==> config.mk <==
export PLATFORM = sky130hd
export DESIGN_NAME = opsum_reducer_flat
export DESIGN_NICKNAME = d
export VERILOG_FILES = /design/src/rtl/opsum_reducer_if.sv /design/src/rtl/opsum_reducer.sv /design/src/flat_wrapper.sv
export SDC_FILE = /design/constraint.sdc
export NUM_CORES = 2
export LEC_CHECK = 0
export CORE_ASPECT_RATIO = 0.7
export CORE_MARGIN = 1.5
export CORE_UTILIZATION = 45
export DETAILED_ROUTE_END_ITERATION = 16
export PLACE_DENSITY = 0.67
export SYNTH_ARGS = -nofsm -noshare
export SYNTH_HDL_FRONTEND = slang
export SYNTH_SLANG_ARGS = --single-unit
==> constraint.sdc <==
create_clock -name clk -period 4.4 [get_ports clk]
set_input_delay 0.44 -clock clk [delete_from_list [all_inputs] [get_ports clk]]
set_output_delay 0.44 -clock clk [all_outputs]
set_load 0.005 [all_outputs]
==> src/rtl/opsum_reducer_if.sv <==
// Handshake and data bundle between a PE-array controller and opsum_reducer.
// The master side drives job control and opsum lanes and consumes the drained row stream.
interface opsum_reducer_if #(
    parameter int ROW_NUM = 32
);
    logic                    start;
    logic [7:0]              pass_num;
    logic                    prod_out_en;
    logic [ROW_NUM*16-1:0]   array_opsum;
    logic                    out_valid;
    logic                    out_ready;
    logic [4:0]              out_row;
    logic signed [15:0]      out_data;
    logic                    busy;
    logic                    done;
    logic                    ovr;

    modport master (
        output start, pass_num, prod_out_en, array_opsum, out_ready,
        input  out_valid, out_row, out_data, busy, done, ovr
    );

    modport slave (
        input  start, pass_num, prod_out_en, array_opsum, out_ready,
        output out_valid, out_row, out_data, busy, done, ovr
    );
endinterface

==> src/rtl/opsum_reducer.sv <==
// Accumulates per-row PE-array opsums over pass_num passes, then streams rows out.
// Define REDUCER_SAT_EN to saturate out_data to 16 bits; otherwise it is truncated.
module opsum_reducer #(
    parameter int ROW_NUM = 32,
    parameter int ACC_W   = 24
) (
    input  logic           clk,
    input  logic           reset,
    opsum_reducer_if.slave bus
);
    typedef enum logic [1:0] {IDLE, ACCUM, DRAIN} state_t;

    localparam logic [4:0] ROW_LAST = 5'(ROW_NUM - 1);
    localparam logic signed [ACC_W-1:0] SAT_MAX = ACC_W'(32767);
    localparam logic signed [ACC_W-1:0] SAT_MIN = ACC_W'(-32768);

    state_t     state_q;
    logic [7:0] pass_num_q;
    logic [7:0] pass_cnt_q;
    logic [4:0] row_q;
    logic       valid_q;
    logic       done_q;
    logic       ovr_q;
    logic       pen_q;

    logic                     pen_rise;
    logic                     acc_clr;
    logic                     acc_add;
    logic [ROW_NUM*ACC_W-1:0] acc_flat;
    logic signed [ACC_W-1:0]  sel_acc;
    logic signed [15:0]       narrow_data;

    assign pen_rise = bus.prod_out_en & ~pen_q;
    assign acc_clr  = (state_q == IDLE) && bus.start;
    assign acc_add  = (state_q == ACCUM) && pen_rise;

    genvar gi;
    generate
        for (gi = 0; gi < ROW_NUM; gi++) begin : g_row
            logic [ACC_W-1:0] acc_q;
            always_ff @(posedge clk or negedge reset) begin
                if (!reset) begin
                    acc_q <= '0;
                end else if (acc_clr) begin
                    acc_q <= '0;
                end else if (acc_add) begin
                    acc_q <= acc_q + ACC_W'($signed(bus.array_opsum[gi*16 +: 16]));
                end
            end
            assign acc_flat[gi*ACC_W +: ACC_W] = acc_q;
        end
    endgenerate

    assign sel_acc = acc_flat[int'(row_q)*ACC_W +: ACC_W];

`ifdef REDUCER_SAT_EN
    always_comb begin
        narrow_data = sel_acc[15:0];
        if (sel_acc > SAT_MAX) begin
            narrow_data = 16'sh7fff;
        end else if (sel_acc < SAT_MIN) begin
            narrow_data = 16'sh8000;
        end
    end
`else
    assign narrow_data = sel_acc[15:0];
`endif

    always_ff @(posedge clk or negedge reset) begin
        if (!reset) begin
            state_q    <= IDLE;
            pass_num_q <= '0;
            pass_cnt_q <= '0;
            row_q      <= '0;
            valid_q    <= 1'b0;
            done_q     <= 1'b0;
            ovr_q      <= 1'b0;
            pen_q      <= 1'b0;
        end else begin
            pen_q  <= bus.prod_out_en;
            done_q <= 1'b0;
            case (state_q)
                IDLE: begin
                    if (bus.start) begin
                        pass_num_q <= (bus.pass_num == 8'd0) ? 8'd1 : bus.pass_num;
                        pass_cnt_q <= '0;
                        // An edge arriving with start is dropped but still flagged.
                        ovr_q      <= pen_rise;
                        state_q    <= ACCUM;
                    end else if (pen_rise) begin
                        ovr_q <= 1'b1;
                    end
                end
                ACCUM: begin
                    if (pen_rise) begin
                        pass_cnt_q <= pass_cnt_q + 8'd1;
                        if (pass_cnt_q + 8'd1 == pass_num_q) begin
                            state_q <= DRAIN;
                            valid_q <= 1'b1;
                            row_q   <= '0;
                        end
                    end
                end
                DRAIN: begin
                    if (pen_rise) begin
                        ovr_q <= 1'b1;
                    end
                    if (bus.out_ready) begin
                        if (row_q == ROW_LAST) begin
                            state_q <= IDLE;
                            valid_q <= 1'b0;
                            done_q  <= 1'b1;
                            row_q   <= '0;
                        end else begin
                            row_q <= row_q + 5'd1;
                        end
                    end
                end
                default: state_q <= IDLE;
            endcase
        end
    end

    assign bus.out_valid = valid_q;
    assign bus.out_row   = row_q;
    assign bus.out_data  = (state_q == DRAIN) ? narrow_data : 16'sd0;
    assign bus.busy      = (state_q != IDLE);
    assign bus.done      = done_q;
    assign bus.ovr       = ovr_q;
endmodule

==> src/flat_wrapper.sv <==
// flat-port wrapper written by rule: the top's interface ports become plain ports
module opsum_reducer_flat 
#(
    parameter int ROW_NUM = 32,
    parameter int ACC_W   = 24
)
  (clk, reset, bus_start, bus_pass_num, bus_prod_out_en, bus_array_opsum, bus_out_ready, bus_out_valid, bus_out_row, bus_out_data, bus_busy, bus_done, bus_ovr);
  opsum_reducer_if #(.ROW_NUM(ROW_NUM)) bus_i ();
  input  logic clk;
  input  logic reset;
  input wire logic [$bits(bus_i.start)-1:0] bus_start;
  input wire logic [$bits(bus_i.pass_num)-1:0] bus_pass_num;
  input wire logic [$bits(bus_i.prod_out_en)-1:0] bus_prod_out_en;
  input wire logic [$bits(bus_i.array_opsum)-1:0] bus_array_opsum;
  input wire logic [$bits(bus_i.out_ready)-1:0] bus_out_ready;
  output wire logic [$bits(bus_i.out_valid)-1:0] bus_out_valid;
  output wire logic [$bits(bus_i.out_row)-1:0] bus_out_row;
  output wire logic [$bits(bus_i.out_data)-1:0] bus_out_data;
  output wire logic [$bits(bus_i.busy)-1:0] bus_busy;
  output wire logic [$bits(bus_i.done)-1:0] bus_done;
  output wire logic [$bits(bus_i.ovr)-1:0] bus_ovr;
  assign bus_i.start = bus_start;
  assign bus_i.pass_num = bus_pass_num;
  assign bus_i.prod_out_en = bus_prod_out_en;
  assign bus_i.array_opsum = bus_array_opsum;
  assign bus_i.out_ready = bus_out_ready;
  assign bus_out_valid = bus_i.out_valid;
  assign bus_out_row = bus_i.out_row;
  assign bus_out_data = bus_i.out_data;
  assign bus_busy = bus_i.busy;
  assign bus_done = bus_i.done;
  assign bus_ovr = bus_i.ovr;
  opsum_reducer #(.ROW_NUM(ROW_NUM), .ACC_W(ACC_W)) u_core (.clk(clk), .reset(reset), .bus(bus_i));
endmodule
==> results.py <==
metrics = {
    "floorplan": {
        "io_pins": 550,
        "dieArea_mm2": 0.102,
        "initial_core_util_pct": 45.3,
        "coreArea_mm2": 0.0998,
        "row_count": 97,
        "die_width_um": 382,
        "die_h_um": 268,
    },
    "setup_path": {
        "critPathLaunch": "u_core.bus.out_row[2]",
        "crit_fanout": 34,
        "cp-end-kind": "output pin",
        "rrSetupSlack_ns": 1.34,
        "cp-start-kind": "flop",
        "cp_data_required_time_ns": 3.96,
        "r2r-start": "u_core.g_row[8].acc_q[1]",
        "critical_path_class": "flop to output pin",
        "critical_path_arrival_ns": 4.06,
    },
    "synthesis": {
        "synth_edf_count": 0,
        "synth-compound-area-share_pct": 23.6,
        "synth_xor_area_share_pct": 7.19,
        "syn_area_mm2": 0.0452,
        "syn_inst": 5151,
        "synth_ff_type": "dfrtp_1",
        "synth_cell_type_count": 88,
        "yosys.area_share.simple_pct": 15.0,
        "synth_top_family_by_area": "compound AO/OA/AOI/OAI gates",
        "async_flop_share_pct": 100,
        "syn_avg_cell_area_um2": 8.78,
        "synthesis.nets": 6191,
        "synth_mux_area_share_pct": 7.02,
        "synthAdderAreaFrac_pct": 14.8,
        "ys_seq_area_share_pct": 29.8,
        "ys_warn_count": 0,
        "ys_seq_elements": 539,
    },
    "flow_run": {
        "drv_cap": 0,
    },
    "sta": {
        "fin_ws_ns": -0.102,
        "setup_violations": 2,
        "rsz0062_at_grt": "yes",
        "slew_viol_final": 0,
        "final_hold_viol_count": 0,
        "fmax_mhz": 222,
        "relSlewSlack_pct": 30.9,
        "finalCriticalPeriod_ns": 4.50,
        "worstMarginPinSlew_ns": 1.04,
        "clock_skew_ns": 0.0304,
        "period_share_pct": 102,
    },
    "detailed_routing": {
        "met3_wirelength_mm": 15.4,
        "wl_met1_mm": 76.8,
        "firstDrtPassIters": 5,
        "routedWlPerCell_um": 23.3,
        "met2_length_mm": 67.9,
        "vias": 42300,
        "drtIter0Drc": 4108,
        "vias_per_cell": 6.03,
        "routed_wl_mm": 164,
        "antenna_left": 0,
        "dr.max_layer_used": "met5",
        "drc": 0,
    },
    "placed_design": {
        "dp_hpwl_mm": 127,
        "place.gp.congestion": 0.964,
        "port_buffers": 549,
        "placed_cells": 6887,
    },
    "grt": {
        "grt_overflow": 0,
        "grt_pass1_wl_mm": 243,
        "grt_use_total_pct": 30.9,
        "grt_start_max_net_pins": 122,
        "antenna_found_initial": 12,
        "grt_pass1_vias": 38900,
    },
    "run_status": {
        "violations": "negative setup slack",
        "status": "complete, but fails checks",
    },
    "final_layout": {
        "area_growth_syn_to_layout_pct": 20.3,
        "final_cells": 7005,
        "nets": 6655,
        "drive_gt1_share_pct": 5.81,
        "nFillCells": 9013,
    },
    "power_and_ir_drop": {
        "power.leakage_nw": 24.2,
        "vdd_drop_max_mv": 0.387,
        "fin_total_pwr_mw": 39.0,
        "power_density_mw_per_mm2": 717,
    },
    "clock_network": {
        "clockBufferDepth": 3,
        "insertion_delay_ns": 0.67,
        "ctsHtreeMaxLevel": 2,
        "cts_tree": "yes",
        "cts_buffers": 61,
        "root_buffer": "clkbuf_16",
        "post_cts.repair.setup_buffers": 0,
        "clk_pin_slew_ns": 0.06,
        "cts.sinks": 539,
    },
    "hold_path": {
        "hold_start": "bus_prod_out_en",
        "min_path_type": "primary input to flop",
    },
}
[metal layers]
layer  vias up  global-route usage, %
li1      20000                      -
met1     20400                   46.9
met2      1692                   44.7
met3       184                   6.46
met4         8                   6.93
met5         -                      0
[area by class of cell]
cell class | count | area, um2 | share of cell area, %
Multi-Input combinational cell | 4319 | 30600 | 56.3
Sequential cell | 539 | 13500 | 24.8
Timing Repair Buffer | 613 | 6200 | 11.4
Clock buffer | 92 | 1830 | 3.36
Tap cell | 1336 | 1670 | 3.07
Inverter | 81 | 304 | 0.559
Clock inverter | 19 | 277 | 0.508
Antenna cell | 6 | 15.0 | 0.0276
[placed cells by master (no fill, tap or decap), types with 47 or more instances in the layout]
master	Yosys	routed
dfrtp_1	539	536
a31oi_1	47	47
xor2_1	215	215
inv_1	81	81
nor2_1	279	274
nand3_1	86	86
clkdlybuf4s50_1	0	548
a21o_1	159	159
a211oi_1	64	64
o21bai_1	57	57
xnor2_1	156	156
ha_1	483	483
mux2i_1	137	137
nand2b_1	48	47
clkbuf_16	0	63
nand2_1	687	687
o21ai_0	580	580
a21oi_1	418	418
mux4_2	64	64
nor3_1	119	119
[registers in the layout, summed over array words and instances (netlist names)]
signal and flops:
u_core.bus.out_row 5, u_core.state_q 2, u_core.bus.done 1, u_core.pass_cnt_q 8, u_core.bus.ovr 1, u_core.bus.out_valid 1
u_core.g_row.acc_q 512, u_core.pass_num_q 8, u_core.pen_q 1
[worst paths after layout]
path,cells after the start,end
worst max-delay path,9,bus_out_data[9]
worst min-delay path,1,u_core.pen_q
worst max register to register,9,u_core.g_row[8].acc_q[15]
worst min register to register,1,u_core.g_row[8].acc_q[15]
max in group asynchronous,3,u_core.g_row[10].acc_q[9]
min in group asynchronous,2,u_core.g_row[25].acc_q[14]
[repair_timing]
item,in CTS,in global routing
hold buffers,1,0
hold endpoints to repair,77,0
cloned,0,0
gates resized for setup,2,3
setup endpoints to repair,2,11
[power breakdown]
| part | internal (mW) | total (mW) | leakage (nW) | switching [mW] |
|---|---|---|---|---|
| clock | 3.25 | 5.54 | 1.04 | 2.29 |
| combinational | 10.3 | 23.1 | 16.5 | 12.8 |
| sequential | 7.31 | 10.4 | 6.67 | 3.06 |
| total | 20.8 | 39.0 | 24.2 | 18.2 |
[through the flow]
step	setup WS, ns	area (um2)	TNS, ns	utilization, %	hold slack [ns]
floorplan	1.76	45200	0	-	0.144
detailed placement	0.613	52300	0	52.4	0.466
global placement	0.608	52300	0	52.4	0.455
CTS	0.0125	54400	0	54.5	0.267
global route	-0.161	54400	-0.959	54.5	0.315
finish	-0.102	54400	-0.166	54.5	0.318
[critical path, cell delays in order (launching register included)]
cell	delay (ns)
dfrtp_1	0.46
buf_4	0.27
nand2_1	0.07
buf_4	0.28
o221ai_1	0.67
o22ai_1	0.20
a21oi_1	0.31
a21oi_1	0.17
nor2_1	0.38
clkdlybuf4s50_1	0.60
[cell families after synthesis]
family                   count (synthesis)
buffers and inverters                  293
AND/OR/NAND/NOR                       1490
multiplexers                           233
adder cells (fa/ha/maj)                515
flip-flops                             539
XOR/XNOR                               371
AO/OA/AOI/OAI                         1710
[cell usage after synthesis, drive strengths merged (32+ instances only)]
cell	n	area [um2]
clkbuf	160	601
ha	483	6040
and3	45	283
fa	32	641
a211oi	68	531
a21oi	420	2110
nand2b	48	300
nand3	86	430
a22o	43	377
o21bai	58	439
xnor2	156	1370
nor3	121	616
dfrtp	539	13500
xor2	215	1880
inv	81	304
a31oi	47	294
nor2b	32	200
nor3b	40	300
mux2	32	360
or3	38	238
mux4	64	1440
o221ai	32	280
buf	52	239
nand2	687	2580
and2	36	230
o21ai	595	2990
a21o	160	1200
mux2i	137	1370
nor2	279	1050
o22ai	37	231
No activity file was read; power rests on OpenSTA's default activity.
